File: src/rtl/reset_seq_pkg.sv
// Shared types and constants for the reset sequencer: FSM states, stage
// indices and counter sizing.
package reset_seq_pkg;

  localparam int IDX_W = 3;

  localparam logic [IDX_W-1:0] STG_SDRAM = 3'd0;
  localparam logic [IDX_W-1:0] STG_SCCB  = 3'd1;
  localparam logic [IDX_W-1:0] STG_LCD   = 3'd2;

  typedef enum logic [2:0] {
    WAIT_LOCK,
    SETTLE,
    RELEASE,
    RUN,
    SHUTDOWN,
    FAULT
  } seq_state_e;

  // Width able to hold n-1; never narrower than one bit.
  function automatic int cnt_width(input int n);
    return (n > 1) ? $clog2(n) : 1;
  endfunction

endpackage

File: src/rtl/reset_sequencer_timer.sv
// Loadable saturating down-counter. done_o pulses for one cycle when a loaded
// count has run down to zero; the counter then rests at zero.
module seq_timer
  import reset_seq_pkg::*;
#(
  parameter int WIDTH = 4
) (
  input  logic             clk,
  input  logic             rst,
  input  logic             load_i,
  input  logic [WIDTH-1:0] load_val_i,
  output logic             done_o
);

  logic [WIDTH-1:0] count_q, count_d;
  logic             armed_q, armed_d;

  // NOTE: every variable gets a default at the top of always_comb so no path
  // leaves it unassigned; otherwise synthesis infers a latch.
  always_comb begin
    count_d = count_q;
    armed_d = armed_q;
    if (load_i) begin
      count_d = load_val_i;
      armed_d = 1'b1;
    end else if (count_q != '0) begin
      count_d = count_q - WIDTH'(1);
    end else begin
      armed_d = 1'b0;
    end
  end

  assign done_o = armed_q && (count_q == '0);

  // NOTE: state registers use non-blocking assignments so every flop samples
  // pre-edge values regardless of statement or process ordering.
  always_ff @(posedge clk) begin
    if (rst) begin
      count_q <= '0;
      armed_q <= 1'b0;
    end else begin
      count_q <= count_d;
      armed_q <= armed_d;
    end
  end

endmodule

File: src/rtl/reset_sequencer.sv
// Releases per-subsystem resets one stage at a time after PLL lock, and
// re-asserts them in reverse order on lock loss or a software restart.
module reset_sequencer
  import reset_seq_pkg::*;
#(
  parameter int NUM_STAGES  = 3,
  parameter int SETTLE_CNT  = 16,
  parameter int TIMEOUT_CNT = 5_000_000
) (
  input  logic                  clk,
  input  logic                  rst,
  input  logic                  locked,
  input  logic                  sw_rst_req,
  input  logic [NUM_STAGES-1:0] stage_done,
  output logic [NUM_STAGES-1:0] stage_rst_n,
  output logic                  seq_ready,
  output logic                  seq_fault,
  output logic [2:0]            fault_stage
);

  localparam int SET_W = cnt_width(SETTLE_CNT);
  localparam int TO_W  = cnt_width(TIMEOUT_CNT);

  localparam logic [SET_W-1:0]      SET_RELOAD = SET_W'(SETTLE_CNT - 1);
  localparam logic [TO_W-1:0]       TO_RELOAD  = TO_W'(TIMEOUT_CNT - 1);
  localparam logic [IDX_W-1:0]      LAST_IDX   = IDX_W'(NUM_STAGES - 1);
  localparam logic [NUM_STAGES-1:0] STAGE_ONE  = NUM_STAGES'(1);

  seq_state_e             state_q, state_d;
  logic [IDX_W-1:0]       idx_q, idx_d;
  logic [NUM_STAGES-1:0]  stage_rst_n_q, stage_rst_n_d;
  logic                   seq_ready_q, seq_ready_d;
  logic                   seq_fault_q, seq_fault_d;
  logic [2:0]             fault_stage_q, fault_stage_d;

  logic settle_load, settle_done;
  logic to_load, to_done;
  logic done_sel, abort, all_done;

  seq_timer #(.WIDTH(SET_W)) u_settle_timer (
    .clk        (clk),
    .rst        (rst),
    .load_i     (settle_load),
    .load_val_i (SET_RELOAD),
    .done_o     (settle_done)
  );

  seq_timer #(.WIDTH(TO_W)) u_timeout_timer (
    .clk        (clk),
    .rst        (rst),
    .load_i     (to_load),
    .load_val_i (TO_RELOAD),
    .done_o     (to_done)
  );

  always_comb begin
    done_sel = 1'b0;
    for (int i = 0; i < NUM_STAGES; i++) begin
      if (idx_q == IDX_W'(i)) done_sel = stage_done[i];
    end
  end

  assign abort    = !locked || sw_rst_req;
  assign all_done = &stage_done;

  always_comb begin
    state_d       = state_q;
    idx_d         = idx_q;
    stage_rst_n_d = stage_rst_n_q;
    seq_ready_d   = 1'b0;
    seq_fault_d   = seq_fault_q;
    fault_stage_d = fault_stage_q;
    settle_load   = 1'b0;
    to_load       = 1'b0;

    case (state_q)
      WAIT_LOCK: begin
        idx_d         = STG_SDRAM;
        stage_rst_n_d = '0;
        if (locked) begin
          state_d     = SETTLE;
          settle_load = 1'b1;
        end
      end

      SETTLE: begin
        if (abort) begin
          state_d     = SHUTDOWN;
          settle_load = 1'b1;
        end else if (settle_done) begin
          // Released stages stay a contiguous block from bit 0, so releasing
          // the next one is a shift-in of a 1.
          state_d       = RELEASE;
          stage_rst_n_d = (stage_rst_n_q << 1) | STAGE_ONE;
          to_load       = 1'b1;
        end
      end

      RELEASE: begin
        if (abort) begin
          state_d     = SHUTDOWN;
          settle_load = 1'b1;
        end else if (done_sel) begin
          if (idx_q == LAST_IDX) begin
            state_d     = RUN;
            seq_ready_d = all_done;
          end else begin
            idx_d       = idx_q + IDX_W'(1);
            state_d     = SETTLE;
            settle_load = 1'b1;
          end
        end else if (to_done) begin
          state_d       = FAULT;
          stage_rst_n_d = '0;
          seq_fault_d   = 1'b1;
          fault_stage_d = idx_q;
        end
      end

      RUN: begin
        if (abort) begin
          state_d     = SHUTDOWN;
          settle_load = 1'b1;
        end else begin
          seq_ready_d = all_done;
        end
      end

      SHUTDOWN: begin
        // Lock and restart requests are ignored until every reset is back on.
        if (settle_done) begin
          stage_rst_n_d = stage_rst_n_q >> 1;
          if ((stage_rst_n_q >> 1) == '0) begin
            state_d = WAIT_LOCK;
            idx_d   = STG_SDRAM;
          end else begin
            settle_load = 1'b1;
          end
        end
      end

      FAULT: begin
        stage_rst_n_d = '0;
        if (sw_rst_req) begin
          state_d       = WAIT_LOCK;
          idx_d         = STG_SDRAM;
          seq_fault_d   = 1'b0;
          fault_stage_d = '0;
        end
      end

      default: begin
        state_d       = WAIT_LOCK;
        stage_rst_n_d = '0;
      end
    endcase
  end

  always_ff @(posedge clk) begin
    if (rst) begin
      state_q       <= WAIT_LOCK;
      idx_q         <= STG_SDRAM;
      stage_rst_n_q <= '0;
      seq_ready_q   <= 1'b0;
      seq_fault_q   <= 1'b0;
      fault_stage_q <= '0;
    end else begin
      state_q       <= state_d;
      idx_q         <= idx_d;
      stage_rst_n_q <= stage_rst_n_d;
      seq_ready_q   <= seq_ready_d;
      seq_fault_q   <= seq_fault_d;
      fault_stage_q <= fault_stage_d;
    end
  end

  assign stage_rst_n = stage_rst_n_q;
  assign seq_ready   = seq_ready_q;
  assign seq_fault   = seq_fault_q;
  assign fault_stage = fault_stage_q;

endmodule

File: config.mk
export PLATFORM = sky130hd
export DESIGN_NAME = reset_sequencer
export DESIGN_NICKNAME = d
export VERILOG_FILES = /design/src/rtl/reset_seq_pkg.sv /design/src/rtl/reset_sequencer_timer.sv /design/src/rtl/reset_sequencer.sv
export SDC_FILE = /design/constraint.sdc
export NUM_CORES = 1
export LEC_CHECK = 0
export CORE_MARGIN = 2
export CORE_UTILIZATION = 35
export CTS_BUF_LIST = sky130_fd_sc_hd__clkbuf_4 sky130_fd_sc_hd__clkbuf_8
export CTS_CLUSTER_DIAMETER = 100
export CTS_CLUSTER_SIZE = 24
export DETAILED_ROUTE_END_ITERATION = 12
export GPL_TIMING_DRIVEN = 1
export PLACE_DENSITY = 0.57
export SKIP_CTS_REPAIR_TIMING = 1
export SLEW_MARGIN = 20
export SYNTH_ARGS = -nofsm -noshare
export SYNTH_HDL_FRONTEND = slang
export SYNTH_SLANG_ARGS = --single-unit
File: constraint.sdc
create_clock -name clk -period 2.2 [get_ports clk]
set_clock_uncertainty 0.2 [all_clocks]
set_input_delay 0.44 -clock clk [delete_from_list [all_inputs] [get_ports clk]]
set_output_delay 0.44 -clock clk [all_outputs]
set_load 0.1 [all_outputs]
Yosys cells after proc, flatten, opt, wreduce, memory -nomap -nowiden. Index checks and enable logic that the tools add are counted.

Register bits: 43. Input port bits: 7. Output and inout bits: 8. Word-level logic and storage cells: 119.

Add/sub/neg operators: 3. Equal/unequal tests: 23. Muxes and demuxes: 59. Bitwise gates (word level): 1. Reductions and logical operators: 22.

Operator list (count): 3-bit 2-to-1 mux (22); 23-bit 2-to-1 mux (2); 2-bit != test, second input constant (14); 1-bit 2-to-1 mux (25); 3-bit case mux with 4 select lines (2); 23-bit zero test (1); 23-bit nonzero test (1); 23-bit by 1-bit subtractor with 23-bit output, second input constant (1); 7-bit AND reduction (3); 3-bit case mux with 6 select lines (1); 3-bit by 2-bit == test with 1-bit output, second input constant (3); 3-bit zero test (3); 4-bit 2-to-1 mux (2); 4-bit nonzero test (2); 3-bit by 1-bit == test with 1-bit output, second input constant (2); 3-bit == test, second input constant (2); 3-bit case mux with 2 select lines (1); 2-bit nonzero test (3); 5-bit AND reduction (1); 4-bit zero test (1); 4-bit != test, second input constant (1); 1-bit case mux with 2 select lines (2); 1-bit case mux with 4 select lines (1); 2-bit OR reduction (2); other kinds (9) (10).

Logic depth before layout (Yosys ltp). Gate-level depths: netlist of the first run.

Word-level depth: 8. Depth in mapped cells: 8.

Modules after synthesis. Synthesis of the first run repeated with hierarchy kept, for this count alone.

Cell total of the unflattened synthesis: 309. Area, all modules: 2521.2 sq um.

Modules (own cells, without submodules): seq_timer at u_timeout_timer (instances 1, cells an instance 158, area each 1302.5 sq um, seq. area each 480.5 sq um); reset_sequencer (instances 1, cells an instance 121, area each 952.2 sq um, seq. area each 280.3 sq um); seq_timer at u_settle_timer (instances 1, cells an instance 30, area each 266.5 sq um, seq. area each 100.1 sq um).

Least setup slack after synthesis of the first run. Ideal clock, no wire load.

Path kind: register to register. Start: reg state_q[0]. End: reg stage_rst_n_q[0], in the netlist stage_rst_n[0]. Arrival time: 2068 ps. Setup slack: -188 ps. Cell stages (with the launch flop): 8. Buffers on the path: 2. Path through: dfxtp_1 > clkbuf_1 > or3b_2 > clkbuf_1 > a2111oi_0 > a31oi_1 > o21ai_1 > mux2_2.

Cells in the longest elaborated chain, start to end: 3. Elaborated cells on any way between the ends: 13. Those cells by class: 10 x eq/ne; 1 x mux; 1 x bitwise; 1 x reduce/logical.

Ends and longest elaborated chain: start, declared (RTL line reset_sequencer.sv:29) `seq_state_e state_q, state_d;`; start signal, assigned (RTL line reset_sequencer.sv:168) `state_q <= state_d;`; 3-bit by 1-bit == test with 1-bit output, or another cell as far along (RTL line reset_sequencer.sv:76) `case (state_q)`; 2-bit != test (no line) or 1-bit inverter (tied branches); 7-bit AND reduction (no line); end signal, assigned (RTL line reset_sequencer.sv:170) `stage_rst_n_q <= stage_rst_n_d;`; end, declared (RTL line reset_sequencer.sv:31) `logic [NUM_STAGES-1:0] stage_rst_n_q, stage_rst_n_d;`.

Several ways; a longest one is shown, not always the timed one. A chain may end at the register's enable or synchronous reset.

Worst setup path in the final report of the first run.
Start: reg u_timeout_timer.count_q[4]. End: reg u_timeout_timer.count_q[22].

Cells in the longest elaborated chain, start to end: 3. Elaborated cells on any way between the ends: 5. Those cells by class: 1 x add/sub; 2 x mux; 2 x reduce/logical.

Ends and longest elaborated chain: start, declared (RTL line reset_sequencer_timer.sv:15) `logic [WIDTH-1:0] count_q, count_d;`; start signal, assigned (RTL line reset_sequencer_timer.sv:42) `count_q <= count_d;`; 23-bit by 1-bit subtractor with 23-bit output (RTL line reset_sequencer_timer.sv:27) `count_d = count_q - WIDTH'(1);`; 23-bit 2-to-1 mux (RTL line reset_sequencer_timer.sv:26) `end else if (count_q != '0) begin`; 23-bit 2-to-1 mux (RTL line reset_sequencer_timer.sv:23) `if (load_i) begin`.

Several ways; a longest one is shown, not always the timed one. The select of a mux whose other input is x is not followed.

==> flow_summary_export.csv, run 1 <==
group,metric,value,unit
worst_setup_path,critPathRequiredTime,2.23,ns
global_routing,overflow,0,
worst_setup_path,reg2reg_depth,5,
timing,rsz0062_at_grt,"true",
finish,antenna_cells,0,
finish,final_core_util,50.4,%
global_routing,antenna_found_initial,0,
logic_synthesis,async_flop_share,0,%
floorplan,core_area,6720,um^2
worst_setup_path,startpoint_type,"flop",
hold_path,hold_start,"fault_stage[0]",
worst_setup_path,critPathKind,"flop to flop",
hold_path,hold_path_end,"fault_stage[0]",
worst_setup_path,crit_fanout,5,
placement,portBuffers,14,
worst_setup_path,arrival,2.36,ns
timing,post-route-min-period,2.33,ns
routing,drt_wl_total,6420,um
logic_synthesis,netlist_area,2410,um^2
clocking,root_buffer,"clkbuf_8",
finish,instances_no_fill,440,
pwr,ir_drop,701,uV
logic_synthesis,synth_seq_area_share,35.7,%
logic_synthesis,synth_warnings,0,
clocking,clk_latency,0.30,ns
placement,globalplace.congestion,0.883,
routing,routed_via_density,5.53,
floorplan,die-area,7560,um^2
finish,drive_gt1_share,35.3,%
logic_synthesis,ys_types,51,
timing,max_freq,429,MHz
pwr,cellLeakagePower,1.32,nW
floorplan,die_h,87.0,um
worst_setup_path,timing.rr.end,"u_timeout_timer.count_q[22]",
worst_setup_path,setup.worst_path.end_class,"flop",
routing,drc,0,
routing,antenna_left,0,
logic_synthesis,synth_ff_type,"dfxtp_1",
status,status,"complete, but fails checks",
routing,wire_per_inst,14.6,um
pwr,total_power,5.00,mW
placement,hpwl,4410,um
logic_synthesis,synth_area_per_cell,8.31,um^2
status,violations,"negative setup slack",
timing,fin_crit_sh,106,%
floorplan,start_util,35.8,%
timing,max_slew_margin,62.4,%
finish,area_growth,40.7,%
clocking,clock_sinks,43,
placement,dp_cells,429,
flow_run,cap_viol_max_count,0,
floorplan,die_w,87.0,um
global_routing,grt_pass1_vias,2167,
finish,fin_nets,374,
clocking,cts_tree,"yes",
finish,final_common_cell,"buf_4",
clocking,cts_buffer_depth,2,
global_routing,track_usage,16.8,%
timing,worst_pin_slew,0.550,ns
logic_synthesis,postSynthCellCount,290,
floorplan,rows,30,
finish,mostFrequentLayoutCells,"buf_4, dfxtp_1, nand2_1",
global_routing,grt_pass1_wl,10200,um
routing,drt_first_pass_iters,4,
routing,drt_iter0_markers,126,
hold_path,min_path_cells,2,
timing,tns,-1.22,ns
logic_synthesis,synth_edf_count,0,
clocking,cts_buffers,5,
clocking,clk_pin_slew_worst_paths,0.09,ns
timing,fin_ws,-0.133,ns
clocking,htree_levels,2,
timing,final-max-slew-violation-count,0,
timing,setup_viol,21,
hold_path,hp-class,"flop to flop",
pwr,p_per_area,1480,nW/um^2
worst_setup_path,r2r_slack,-0.13,ns
logic_synthesis,synth_seq_cells,43,
timing,hold_viol_final,0,
floorplan,ios,15,
logic_synthesis,syn_nets,305,
global_routing,grt_max_degree,21,
routing,route.vias.total,2434,
worst_setup_path,r2r-start,"u_timeout_timer.count_q[4]",
[per-layer routing]
metal	wire (um)	GRT usage, %	part of all wire, %	up-vias
li1	-	-	-	1232
met1	3140	23.4	49	1145
met2	3030	26.9	47	53
met3	202	3.13	3.1	4
met4	54	4.26	0.84	0
met5	0	0	0	-
[synth_stat cells (2+ instances only)]
| master | count | area share [%] |
|---|---|---|
| o21ai_0 | 16 | 3.3 |
| or4_4 | 3 | 1.4 |
| o21a_1 | 8 | 2.5 |
| nor3b_1 | 2 | 0.62 |
| o31a_1 | 3 | 1.1 |
| buf_2 | 2 | 0.42 |
| o21ai_1 | 3 | 0.62 |
| nand3b_1 | 2 | 0.62 |
| xnor2_1 | 3 | 1.1 |
| nand2_1 | 25 | 3.9 |
| a211oi_1 | 3 | 0.93 |
| ha_1 | 8 | 4.2 |
| a31oi_1 | 10 | 2.6 |
| nand3_1 | 4 | 0.83 |
| dfxtp_1 | 43 | 36 |
| or3_1 | 15 | 3.9 |
| nor2_1 | 10 | 1.6 |
| o31ai_1 | 7 | 2.2 |
| mux2i_1 | 6 | 2.5 |
| inv_1 | 12 | 1.9 |
| nor3_1 | 10 | 2.1 |
| mux2_2 | 3 | 1.4 |
| nor2b_1 | 7 | 1.8 |
| nor4_1 | 6 | 1.6 |
| nand2b_1 | 5 | 1.3 |
| or4_1 | 9 | 2.8 |
| clkbuf_1 | 11 | 1.7 |
| a2111oi_0 | 4 | 1.5 |
| a21oi_1 | 26 | 5.4 |
| nand4_1 | 3 | 0.78 |
[sequential cells by signal, summed over array words and instances (netlist names)]
register,flops
u_timeout_timer.count_q,23
u_settle_timer.count_q,4
fault_stage,3
idx_q,3
stage_rst_n,3
state_q,3
seq_fault,1
seq_ready,1
u_settle_timer.armed_q,1
u_timeout_timer.armed_q,1
[area by class of cell]
type / count / area [um^2]
Sequential cell: 43 / 868
Timing Repair Buffer: 75 / 632
Fill cell: 621 / 3330
Tap cell: 80 / 100
Inverter: 13 / 48.8
Multi-Input combinational cell: 221 / 1640
Clock buffer: 8 / 104
[critical path: stages, from the launching register on]
cell and delay [ns]:
dfxtp_2 0.33, or4_4 0.56, or2_4 0.28, or4_4 0.42, or3_1 0.32, a31oi_1 0.16
[kinds of logic (layout without fill, tap and decap cells)]
family | Yosys count | after routing | share of synthesized area (%)
AOI/OAI and AO/OA | 89 | 89 | 23.2
xor gates and xnor gates | 3 | 3 | 1.09
DFF | 43 | 43 | 35.7
muxes | 9 | 9 | 3.90
buffers and inverters | 26 | 96 | 4.16
and+or+nand+nor | 112 | 112 | 27.8
adders and majority gates | 8 | 8 | 4.16
[power breakdown]
part	leakage, nW	switching [mW]	internal, mW
clock	0.0549	0.282	0.300
sequential	0.354	0.163	1.01
combinational	0.914	1.67	1.58
total	1.32	2.11	2.89
[per-stage QoR]
stage                     hold WS [ns]  setup slack, ns  instance area [um^2]
final                            0.264           -0.133                  3390
after global routing             0.297           -0.194                  3390
after CTS                        0.272           -0.163                  3150
after detailed placement         0.259           -0.219                  3050
after global placement           0.245           -0.208                  3050
after floorplan                  0.244          -0.0844                  2420
[how the worst max path moves through the flow]
stage | startpoint | endpoint | slack, ns | cells after the start
after global routing | u_timeout_timer.count_q[4] | fault_stage[2] | -0.19 | 7
final | u_timeout_timer.count_q[4] | u_timeout_timer.count_q[22] | -0.13 | 5
after detailed placement | stage_done[1] | stage_rst_n[0] | -0.22 | 6
after global placement | stage_done[1] | stage_rst_n[1] | -0.21 | 6
after CTS | u_timeout_timer.count_q[6] | u_timeout_timer.count_q[22] | -0.16 | 5
after floorplan | u_timeout_timer.count_q[6] | u_timeout_timer.count_q[22] | -0.08 | 5
Power figures use the tool's default switching activity.
==> run 2: changes to the inputs <==
CORE_MARGIN = unset   (was 2)
==> run 2 against run 1 <==
  * The flow finishes with violations (design-rule violations, negative setup slack)
  * Via count up 0.53%
  * Final area rose by 1.0%
  * Clock power shrank 10%
  * Setup slack lost 0.030 ns
  * Combinational power rose by 5%
  * Sequential cell count stayed put
  * Total power grew 1.7%
  * Largest cell class unchanged
  * Highest routed layer unchanged
==> flow_summary_export.csv, run 2 (synthesized netlist as in run 1, its figures left out) <==
group,metric,value,unit
timing,post-route-min-period,2.36,ns
worst_setup_path,slowest_delay,0.62,ns
clocking,htree_levels,2,
timing,worst_pin_slew,0.490,ns
pwr,total_power,5.09,mW
finish,fin_nets,378,
global_routing,overflow,0,
routing,drt_iter0_markers,146,
floorplan,core_area,6490,um^2
pwr,combinationalPowerShare,66.9,%
timing,final-max-slew-violation-count,0,
worst_setup_path,startpoint_type,"flop",
worst_setup_path,path_cells,"inv_2 > ha_4 > nand2b_4 > or4_4 > or4_4 > mux2i_1 > o21a_1",
global_routing,grt_pass1_wl,10400,um
worst_setup_path,critPathKind,"flop to flop",
global_routing,antenna_found_initial,0,
placement,hpwl,4390,um
timing,setup_viol,29,
placement,globalplace.congestion,0.804,
global_routing,global_route.usage.met3,2.63,%
clocking,clock_sinks,43,
pwr,seqPwrFrac,22.9,%
flow_run,cap_viol_max_count,0,
routing,route.vias.total,2447,
floorplan,die_w,85.0,um
finish,drive_gt1_share,37.1,%
finish,antenna_cells,0,
global_routing,use_met1,25.7,%
worst_setup_path,arrival,2.36,ns
pwr,p_per_area,1490,nW/um^2
worst_setup_path,critPathRequiredTime,2.20,ns
routing,drc,3,
floorplan,die-area,7220,um^2
floorplan,rows,29,
timing,fin_ws,-0.163,ns
finish,reg_top3,"u_timeout_timer.count_q x23, u_settle_timer.count_q x4",
pwr,p_switching,2.17,mW
timing,fin_crit_sh,107,%
status,violations,"design-rule violations, negative setup slack",
worst_setup_path,crit_top_cell,"or4_4",
pwr,ir_drop,728,uV
floorplan,start_util,37.1,%
hold_path,hp-class,"flop to flop",
finish,largest_register_ffs,23,
clocking,cts_buffer_depth,2,
pwr,p_int,2.92,mW
worst_setup_path,setup.worst_path.end_class,"flop",
routing,drt_wl_total,6400,um
finish,largest-register,"u_timeout_timer.count_q",
routing,drt_first_pass_iters,9,
timing,max_slew_margin,66.5,%
global_routing,track_usage,17.8,%
global_routing,grt_pass1_vias,2210,
pwr,switching_share,42.6,%
timing,max_freq,423,MHz
pwr,cellLeakagePower,1.33,nW
pwr,clkPwrFrac,10.2,%
clocking,cts_buffers,5,
routing,wire_per_inst,14.5,um
timing,tns,-2.08,ns
worst_setup_path,crit_slowest_cell,"or4_4",
placement,portBuffers,14,
timing,hold_viol_final,0,
routing,routed_via_density,5.55,
clocking,root_buffer,"clkbuf_8",
clocking,clk_latency,0.30,ns
clocking,cts_tree,"yes",
routing,antenna_left,0,
global_routing,globalRouteMet2Util,27.2,%
status,status,"complete, but fails checks",
finish,mostFrequentLayoutCells,"buf_4, dfxtp_1, nand2_1",
timing,rsz0062_at_grt,"true",
finish,area_growth,42.2,%
finish,final_common_cell,"buf_4",
floorplan,ios,15,
timing,whs,0.262,ns
clocking,clk_pin_slew_worst_paths,0.08,ns
worst_setup_path,crit_fanout,6,
floorplan,die_h,85.0,um
global_routing,top_usage_layer,"met2",
global_routing,grt_max_degree,21,
-- run 2: cell count changes in the layout (fill, tap and decap cells not counted), moves of 2 or more --
cell,before,now
buf_4,60,64
or4_4,4,6
clkbuf_8,7,5
nand2_1,23,25
or4_1,8,6
nand2_2,2,0
nor2_1,10,8
nor3_1,10,8
-- run 2: final cells by class --
type                    count  area (um^2)
well taps                  77         96.3
inverters                  13         48.8
clock inverters             1         5.00
flip-flops and latches     43          870
clock buffers               7         83.8
repair buffers             79          653
multi-input cells         221         1670
fillers                   612         3070
-- run 2: layer usage --
| metal | up-vias | part of all wire [%] |
|---|---|---|
| li1 | 1243 | - |
| met1 | 1159 | 50 |
| met2 | 39 | 45 |
| met3 | 6 | 3.9 |
| met4 | 0 | 1.1 |
| met5 | - | 0 |
-- run 2: path summary, 6_finish.rpt --
| path | startpoint | end | slack [ns] | depth (start not counted) |
|---|---|---|---|---|
| worst max-delay path | u_timeout_timer.count_q[1] | u_timeout_timer.count_q[1] | -0.16 | 7 |
| worst min-delay path | fault_stage[0] | fault_stage[0] | 0.26 | 2 |
| worst max register to register | u_timeout_timer.count_q[1] | u_timeout_timer.count_q[1] | -0.16 | 7 |
| worst min register to register | fault_stage[0] | fault_stage[0] | 0.26 | 2 |
-- run 2: power by group through the flow --
stage | Sequential [mW] | Clock, mW | Combinational [mW]
floorplan | 1.23 | 0 | 1.58
global placement | 1.16 | 0 | 2.60
detailed placement | 1.16 | 0 | 2.64
CTS | 1.15 | 0.532 | 2.65
global route | 1.20 | 0.565 | 3.72
finish | 1.16 | 0.521 | 3.40
-- run 2: through the flow --
stage                     cell area, um^2  cells  util, %  setup WS (ns)
after global routing                 3420    441     52.7         -0.218
after CTS                            3120    432     48.0         -0.139
final                                3420    441     52.7         -0.163
after detailed placement             3030    424     46.7         -0.267
after floorplan                      2420    290        -        -0.0844
after global placement               3030    424     46.7         -0.225
-- run 2: worst max-delay path: cells and delay by family, from the launching register on --
| family | cells | cell delay, ns |
|---|---|---|
| simple gates | 3 | 1.21 |
| flops | 1 | 0.33 |
| mux | 1 | 0.13 |
| buf+inv | 1 | 0.07 |
| fa+ha+maj | 1 | 0.16 |
| compound gates | 1 | 0.16 |
